==> src/rtl/sfx_sequencer.sv <==
// Sound-effect sequencer: arbitrates flap/score/hit requests and walks
// each effect's note list from a sync ROM, driving one tone generator.
// Ports: clk, resetn (async low), req[2:0] pulses, mute level,
//   rom_addr/rom_data (1-cycle ROM), note_idx/tone_en to tone gen,
//   busy, active_id, done pulse with done_id.
module sfx_sequencer #(
  parameter int NOTE_TICKS = 12500000,
  parameter int SEQ_LEN    = 8,
  parameter int NOTE_W     = 5,
  parameter int ADDR_W     = 5
) (
  input  logic              clk,
  input  logic              resetn,
  input  logic [2:0]        req,
  input  logic              mute,
  output logic [ADDR_W-1:0] rom_addr,
  input  logic [NOTE_W-1:0] rom_data,
  output logic [NOTE_W-1:0] note_idx,
  output logic              tone_en,
  output logic              busy,
  output logic [1:0]        active_id,
  output logic              done,
  output logic [1:0]        done_id
);

  localparam int SLOT_W =
    (SEQ_LEN > 1) ? $clog2(SEQ_LEN) : 1;
  localparam int SHIFT  =
    (SEQ_LEN > 1) ? $clog2(SEQ_LEN) : 0;
  localparam int TICK_W = $clog2(NOTE_TICKS);

  localparam logic [SLOT_W-1:0] SLOT_LAST =
    SLOT_W'(SEQ_LEN - 1);
  localparam logic [TICK_W-1:0] TICK_LAST =
    TICK_W'(NOTE_TICKS - 1);
  localparam logic [NOTE_W-1:0] CODE_END =
    NOTE_W'(31);
  localparam logic [NOTE_W-1:0] CODE_MAX =
    NOTE_W'(16);

  typedef enum logic [2:0] {
    IDLE,
    FETCH,
    LOAD,
    PLAY,
    FINISH
  } state_t;

  state_t            state;
  logic [2:0]        pending;
  logic [SLOT_W-1:0] slot;
  logic [TICK_W-1:0] tick;

  logic [1:0]        hp;
  logic [2:0]        gmask;
  logic              can_grant;
  logic              playing;
  logic              preempt;
  logic              grant;
  logic [ADDR_W-1:0] base;
  logic              is_end;
  logic              is_tone;

  // Ids are numbered in priority order, so the
  // highest set bit is the winner.
  always_comb begin
    hp = 2'd0;
    priority case (1'b1)
      pending[2]: hp = 2'd2;
      pending[1]: hp = 2'd1;
      default:    hp = 2'd0;
    endcase
  end

  assign gmask     = 3'b001 << hp;
  assign can_grant = (|pending) && !mute;
  assign playing   = (state == FETCH) ||
                     (state == LOAD)  ||
                     (state == PLAY);
  assign preempt   = playing && can_grant &&
                     (hp > active_id);
  assign grant     = preempt ||
                     ((state == IDLE) && can_grant);
  assign base      = ADDR_W'(hp) << SHIFT;
  assign is_end    = (rom_data == CODE_END);
  assign is_tone   = (rom_data <= CODE_MAX);
  assign busy      = (state != IDLE);

  always_ff @(posedge clk or negedge resetn) begin
    if (!resetn) begin
      state     <= IDLE;
      pending   <= '0;
      slot      <= '0;
      tick      <= '0;
      rom_addr  <= '0;
      note_idx  <= '0;
      tone_en   <= 1'b0;
      active_id <= 2'd0;
      done      <= 1'b0;
      done_id   <= 2'd0;
    end else begin
      done <= 1'b0;

      // A new request beats the clear of a grant.
      if (mute) begin
        pending <= '0;
      end else begin
        pending <= (pending &
                    ~(grant ? gmask : 3'b000)) |
                   req;
      end

      if (mute && (state != IDLE)) begin
        state     <= IDLE;
        tone_en   <= 1'b0;
        active_id <= 2'd0;
      end else if (grant) begin
        active_id <= hp;
        slot      <= '0;
        rom_addr  <= base;
        state     <= FETCH;
      end else begin
        unique case (state)
          IDLE: begin
          end
          FETCH: begin
            state <= LOAD;
          end
          LOAD: begin
            if (is_end) begin
              state   <= FINISH;
              tone_en <= 1'b0;
              done    <= 1'b1;
              done_id <= active_id;
            end else begin
              if (is_tone) begin
                note_idx <= rom_data;
                tone_en  <= 1'b1;
              end else begin
                tone_en  <= 1'b0;
              end
              tick  <= '0;
              state <= PLAY;
            end
          end
          PLAY: begin
            if (tick == TICK_LAST) begin
              if (slot == SLOT_LAST) begin
                state   <= FINISH;
                tone_en <= 1'b0;
                done    <= 1'b1;
                done_id <= active_id;
              end else begin
                slot     <= slot + SLOT_W'(1);
                rom_addr <= rom_addr + ADDR_W'(1);
                state    <= FETCH;
              end
            end else begin
              tick <= tick + TICK_W'(1);
            end
          end
          FINISH: begin
            active_id <= 2'd0;
            state     <= IDLE;
          end
          default: begin
            state <= IDLE;
          end
        endcase
      end
    end
  end

endmodule

==> config.mk <==
export PLATFORM = sky130hd
export DESIGN_NAME = sfx_sequencer
export DESIGN_NICKNAME = d
export VERILOG_FILES = /design/src/rtl/sfx_sequencer.sv
export SDC_FILE = /design/constraint.sdc
export NUM_CORES = 1
export LEC_CHECK = 0
export BUFFER_PORTS_ARGS = -buffer_cell sky130_fd_sc_hd__buf_2
export CELL_PAD_IN_SITES_DETAIL_PLACEMENT = 0
export CELL_PAD_IN_SITES_GLOBAL_PLACEMENT = 1
export CORE_MARGIN = 2
export CORE_UTILIZATION = 30
export DETAILED_ROUTE_END_ITERATION = 10
export PLACE_DENSITY_LB_ADDON = 0.1
export SYNTH_ARGS = -nofsm -noshare
export SYNTH_HDL_FRONTEND = slang
export SYNTH_SLANG_ARGS = --single-unit
==> constraint.sdc <==
create_clock -name clk -period 4.2 [get_ports clk]
set_input_delay 0.21 -clock clk [delete_from_list [all_inputs] [get_ports clk]]
set_output_delay 0.21 -clock clk [all_outputs]
set_load 0.005 [all_outputs]
-- Word-level counts from Yosys, hierarchy flattened
Index checks and enable logic that the tools add are counted.
- flip-flop bits (word level): 49
- input port bits: 11
- output and inout port bits: 17
- logic and storage cells: 104
- add/sub/neg operators: 3
- order comparisons: 2
- equal/unequal tests: 18
- shift-type cells: 1
- muxes and demuxes: 41
- bitwise logic cells: 6
- reduce and logical (&&, ||, !) cells: 23
- operators by type and width (cell ; number):
    24-bit 2-to-1 mux ; 2
    24-bit case mux with 2 select lines ; 1
    3-bit 2-to-1 mux ; 11
    24-bit by 1-bit adder with 24-bit output, second input constant ; 1
    24-bit equality test, second input constant ; 1
    5-bit 2-to-1 mux ; 4
    2-bit 2-to-1 mux ; 7
    1-bit 2-to-1 mux ; 12
    3-bit case mux with 4 select lines ; 1
    5-bit AND reduction ; 2
    3-bit nonzero test ; 3
    2-bit inequality test, second input constant ; 4
    4-bit AND reduction ; 2
    3-bit by 2-bit equality test with 1-bit output, second input constant ; 2
    3-bit equality test, second input constant ; 2
    2-bit by 1-bit inequality test with 1-bit output, second input constant ; 3
    3-bit by 1-bit inequality test with 1-bit output, second input constant ; 2
    6-bit AND reduction ; 1
    2-bit nonzero test ; 3
    5-bit by 1-bit adder with 5-bit output, second input constant ; 1
    5-bit equality test, second input constant ; 1
    5-bit <= comparator, second input constant ; 1
    1-bit logical AND ; 5
    4-bit by 2-bit inequality test with 1-bit output, second input constant ; 1
    other kinds (16) ; 21

-- Depth between registers and ports, before layout
- depth in word-level cells: 11
- gate-level depth with buffers: 10

-- Worst setup path before layout
No wires, ideal clock.
- path type: register -> register
- start: register pending[2]
- end: register rom_addr[3]
- arrival: 1967 ps
- required time: 4074 ps
- slack: 2107 ps
- cell stages (with the launch flop): 9
- buffers on the path: 1
- cell sequence: dfrtp_1 -> clkbuf_1 -> nand2b_1 -> ha_1 -> nand2_1 -> o21a_1 -> o21ai_0 -> nor2_1 -> a221o_1
- cells in the longest elaborated chain, start to end: 7
- RTL lines (item ; RTL line ; source):
    from (decl) ; 50 ; logic [2:0] pending;
    from (signal assigned) ; 108 ; pending <= (pending &
    branches (longest 7 deep; another with 2-bit > comparator) ; -- ;
    to (signal assigned) ; 120 ; rom_addr <= base;
    to (signal assigned) ; 155 ; rom_addr <= rom_addr + ADDR_W'(1);
    to (decl) ; 16 ; output logic [ADDR_W-1:0] rom_addr,
Several ways; the timed one is not identified.
A chain may end at the register's enable or synchronous reset.

-- Worst setup path after layout
- start: register tick[0]
- end: register tick[20]
- cells in the longest elaborated chain, start to end: 3
- RTL lines (item ; RTL line ; source):
    from (decl) ; 52 ; logic [TICK_W-1:0] tick;
    from (signal assigned) ; 159 ; tick <= tick + TICK_W'(1);
    24-bit by 1-bit adder with 24-bit output or 24-bit equality test (tied branches) ; 159, 147 ;
    24-bit 2-to-1 mux or 2-bit inequality test (tied branches) ; -- ;
    24-bit case mux with 2 select lines or 5-bit AND reduction (tied branches) ; -- ;
Parallel ways exist; a longest one is shown, timed or not. The select of a mux whose other input is x is not followed.

==> run summary <==
The flow ran to the end, and the final reports show no timing, DRC or antenna violations. The number of resized instances in the post-cts repair step is 0. The pin count of the biggest net entering global routing is 50. The die is 101 um wide. The half-perimeter wire length after placement is 5150 um. The core region is 0.00915 mm2. The final-stage net count is 334. No sink is reached through more buffers than the 2 on the longest clock path. The leakage component of the power came out at 1.34 nW. In the routed design, unresolved DRC markers number 0.

The number of nets handed over by synthesis was 310. The floorplan has 35 rows. The number of cells traversed by the worst register-to-register path came out at 6. Across all setup checks in the final design, the least slack found is 1.68 ns.

After synthesis the netlist holds a flip-flop and latch count of 49. The total power came out at 1.23 mW. The worst setup path is captured at a register. Dividing the final minimum period by the clock period gives 0.599. The global-route wire length before repair is 12,400 um. Of the cells placed in the final design, the portion with a size suffix greater than 1 is 0.176. The critical path in this run is classified as register to register.

The final cell count without fillers came out at 429. The transition at the pin with the smallest max-transition slack came out at 1.18 ns. VDD sags by at most 0.119 mV. The via count of the first global-routing pass came out at 2,326. The number of flops mapped to enable cells by yosys came out at 0. In this run the worst hold path is classified as primary input to async pin. In the final routed layout, each cell accounts on average for 17.3 um. The commonest non-fill, non-tap cell in the layout is dfrtp_1. The max-slew headroom at the worst pin is 0.208. The number of distinct library cells after synthesis is 48. The peak fanout along the critical path is 8. The initial antenna violation count came to 0.

The setup-violating endpoint count in the final report came out at 0. The global routing usage on met1 is 0.210. The detailed-router iteration count before antenna repair is 4. After clock tree synthesis, the clock-pin slew on the worst setup and hold paths is 0.09 ns. The area growth from synthesis to layout came out at 12.0%. The yosys synthesis warning count is 0.

The initial utilization of the core area, before any placement, comes to 0.305. The highest achievable clock rate is 397 MHz. The average cell area after synthesis is 9.54 um2. The start of the worst register-to-register path is tick[0]. The total negative slack for setup checks is 0 ns. The full die area came out at 0.0101 mm2. The sink count of the clock tree came out at 49. The post-CTS setup repair buffer count is 0.

In this run the critical register-to-register path is captured at tick[20]. For this run, the register share of the synthesized area comes to 0.439. Clock tree synthesis selected as its root buffer the cell clkbuf_8.

The routability-driven placement congestion ratio is 0.748. For the finished layout, the period the worst path requires is 2.52 ns. The synthesized netlist cell count is 293. The repair_antennas step left the layout with diodes totalling 0. Across every metal layer, demand over resource in global routing totals 0.155. The met3 layer usage reported by global route is 0.0305. The number of hold-repair buffers added at the cts stage came out at 0.

The setup skew after layout came out at 0.00446 ns. In the post-synthesis netlist, the biggest area contributors are dfrtp_1, a31oi_1, nand3_1. The library cells used most frequently in the layout, excluding fill and tap cells, are dfrtp_1, buf_2, nand3_1, a31oi_1. The number of routed nets with antenna violations came out at 0.

The number of violations of the max-capacitance limit is 0. The TritonCTS clock tree is done. The data arrival time of the critical path is 2.67 ns. The final-report max-slew violation count is 0.

Input and output buffers added on the ports amount to 27. The total number of vias is 2,439. 28 I/O pins were placed. Setup repair after global routing left no endpoint under its margin. The cell total after placement is 421. The signal on the critical path passes through ha_1 -> nand4_1 -> nor4_1 -> and4_1 -> nand3b_1 -> a31oi_1. The number of CTS-inserted buffers came out at 5. The total global routing overflow came out at 0.

For this run, the slowest stage of the critical path takes 1.01 ns. The detailed-route wire length came out at 7430 um. The power per cell area came out at 394 mW/mm2. Summing every instance area after synthesis gives 0.00279 mm2. The number of DRC violations after detailed-routing iteration 0 is 90. The floorplan die height is 101 um. The worst setup slack before clock tree synthesis came out at 1.71 ns. The register-to-register setup slack is 1.68 ns. The area fraction of the dominant cell type after synthesis came out at 0.439. The critical path starts at tick[0]. The fraction of synthesis flops using an asynchronous set or reset pin came out at 1.00. The H-tree level count came out at 2. Clock latency on the worst-skew pair, taken at its later pin, is 0.30 ns.

The worst setup path is launched from a register. The largest total area in the synthesized netlist belongs to dfrtp_1. The global-route layer with the greatest usage is met2. The number of failing hold endpoints at the final stage came out at 0. The required time at the worst-slack endpoint came out at 4.35 ns. In the routed layout, each cell is associated on average with a via count of 5.69. The fraction of met2 tracks used by global routing came out at 0.249.

Among all flip-flop cells after synthesis, the most frequent one is dfrtp_1. The largest individual stage delay along the critical path comes from the cell nor4_1.
kinds of logic after synthesis:
group                      synth area share
adders and majority gates            0.0269
AOI/OAI and AO/OA                     0.204
muxes                                0.0322
buffers and inverters                0.0407
DFF                                   0.439
and+or+nand+nor                       0.258
cell type report:
class                   count  area [um2]
inverters                  12        45.0
flip-flops and latches     49        1230
multi-input cells         216        1460
well taps                 111         139
clock buffers               8        80.1
repair buffers             33         180
fillers                   948        6020
power breakdown:
group	switching (mW)	total [mW]	internal, mW	leakage (nW)
Combinational	0.230	0.373	0.144	0.631
Clock	0.157	0.275	0.119	0.0395
Sequential	0.0531	0.584	0.531	0.665
cell usage after synthesis, types with 8 or more instances:
cell and count:
clkbuf_1 9, nor3_1 10, nand3_1 22, o21ai_0 17, nor2_1 13, dfrtp_1 49, nand2_1 17, inv_1 12
mux2_2 8, a31oi_1 22, nand4_1 11, and3_1 9
metal layers:
metal | up-vias | part of all wire | wire length [um]
met4 | 0 | 0.016 | 116
met2 | 31 | 0.46 | 3440
met5 | - | 0 | 0
met1 | 1215 | 0.50 | 3690
met3 | 8 | 0.024 | 179
li1 | 1185 | - | -
how the worst max path moves through the flow:
stage	end	slack (ns)	cells past startpoint
after floorplan	rom_addr[3]	2.11	8
after global placement	tick[8]	1.71	7
after detailed placement	tick[20]	1.71	6
after CTS	tick[8]	1.69	7
after global routing	tick[22]	1.42	7
final	tick[20]	1.68	6
per-stage QoR:
| stage | hold WS (ns) | instance area [um2] | utilization |
|---|---|---|---|
| 2_1_floorplan | -0.0856 | 2790 | - |
| 3_3_place_gp | 0.380 | 3050 | 0.333 |
| 3_5_place_dp | 0.378 | 3050 | 0.333 |
| 4_1_cts | 0.0420 | 3130 | 0.342 |
| 5_1_grt | 0.0687 | 3130 | 0.342 |
| 6_report | 0.0274 | 3130 | 0.342 |
registers in the layout (all words and copies together) (netlist names):
register / flops
pending: 3
active_id: 2
slot: 3
tone_en: 1
state: 3
tick: 24
rom_addr: 5
done: 1
done_id: 2
note_idx: 5
worst max-delay path: cells and delay by family, from the launching register on:
family / cells / cell delay, ns
AO/OA/AOI/OAI: 1 / 0.08
flip-flops: 1 / 0.43
AND/OR/NAND/NOR: 4 / 1.60
adder cells (fa/ha/maj): 1 / 0.25
No activity file was read; power rests on OpenSTA's default activity.
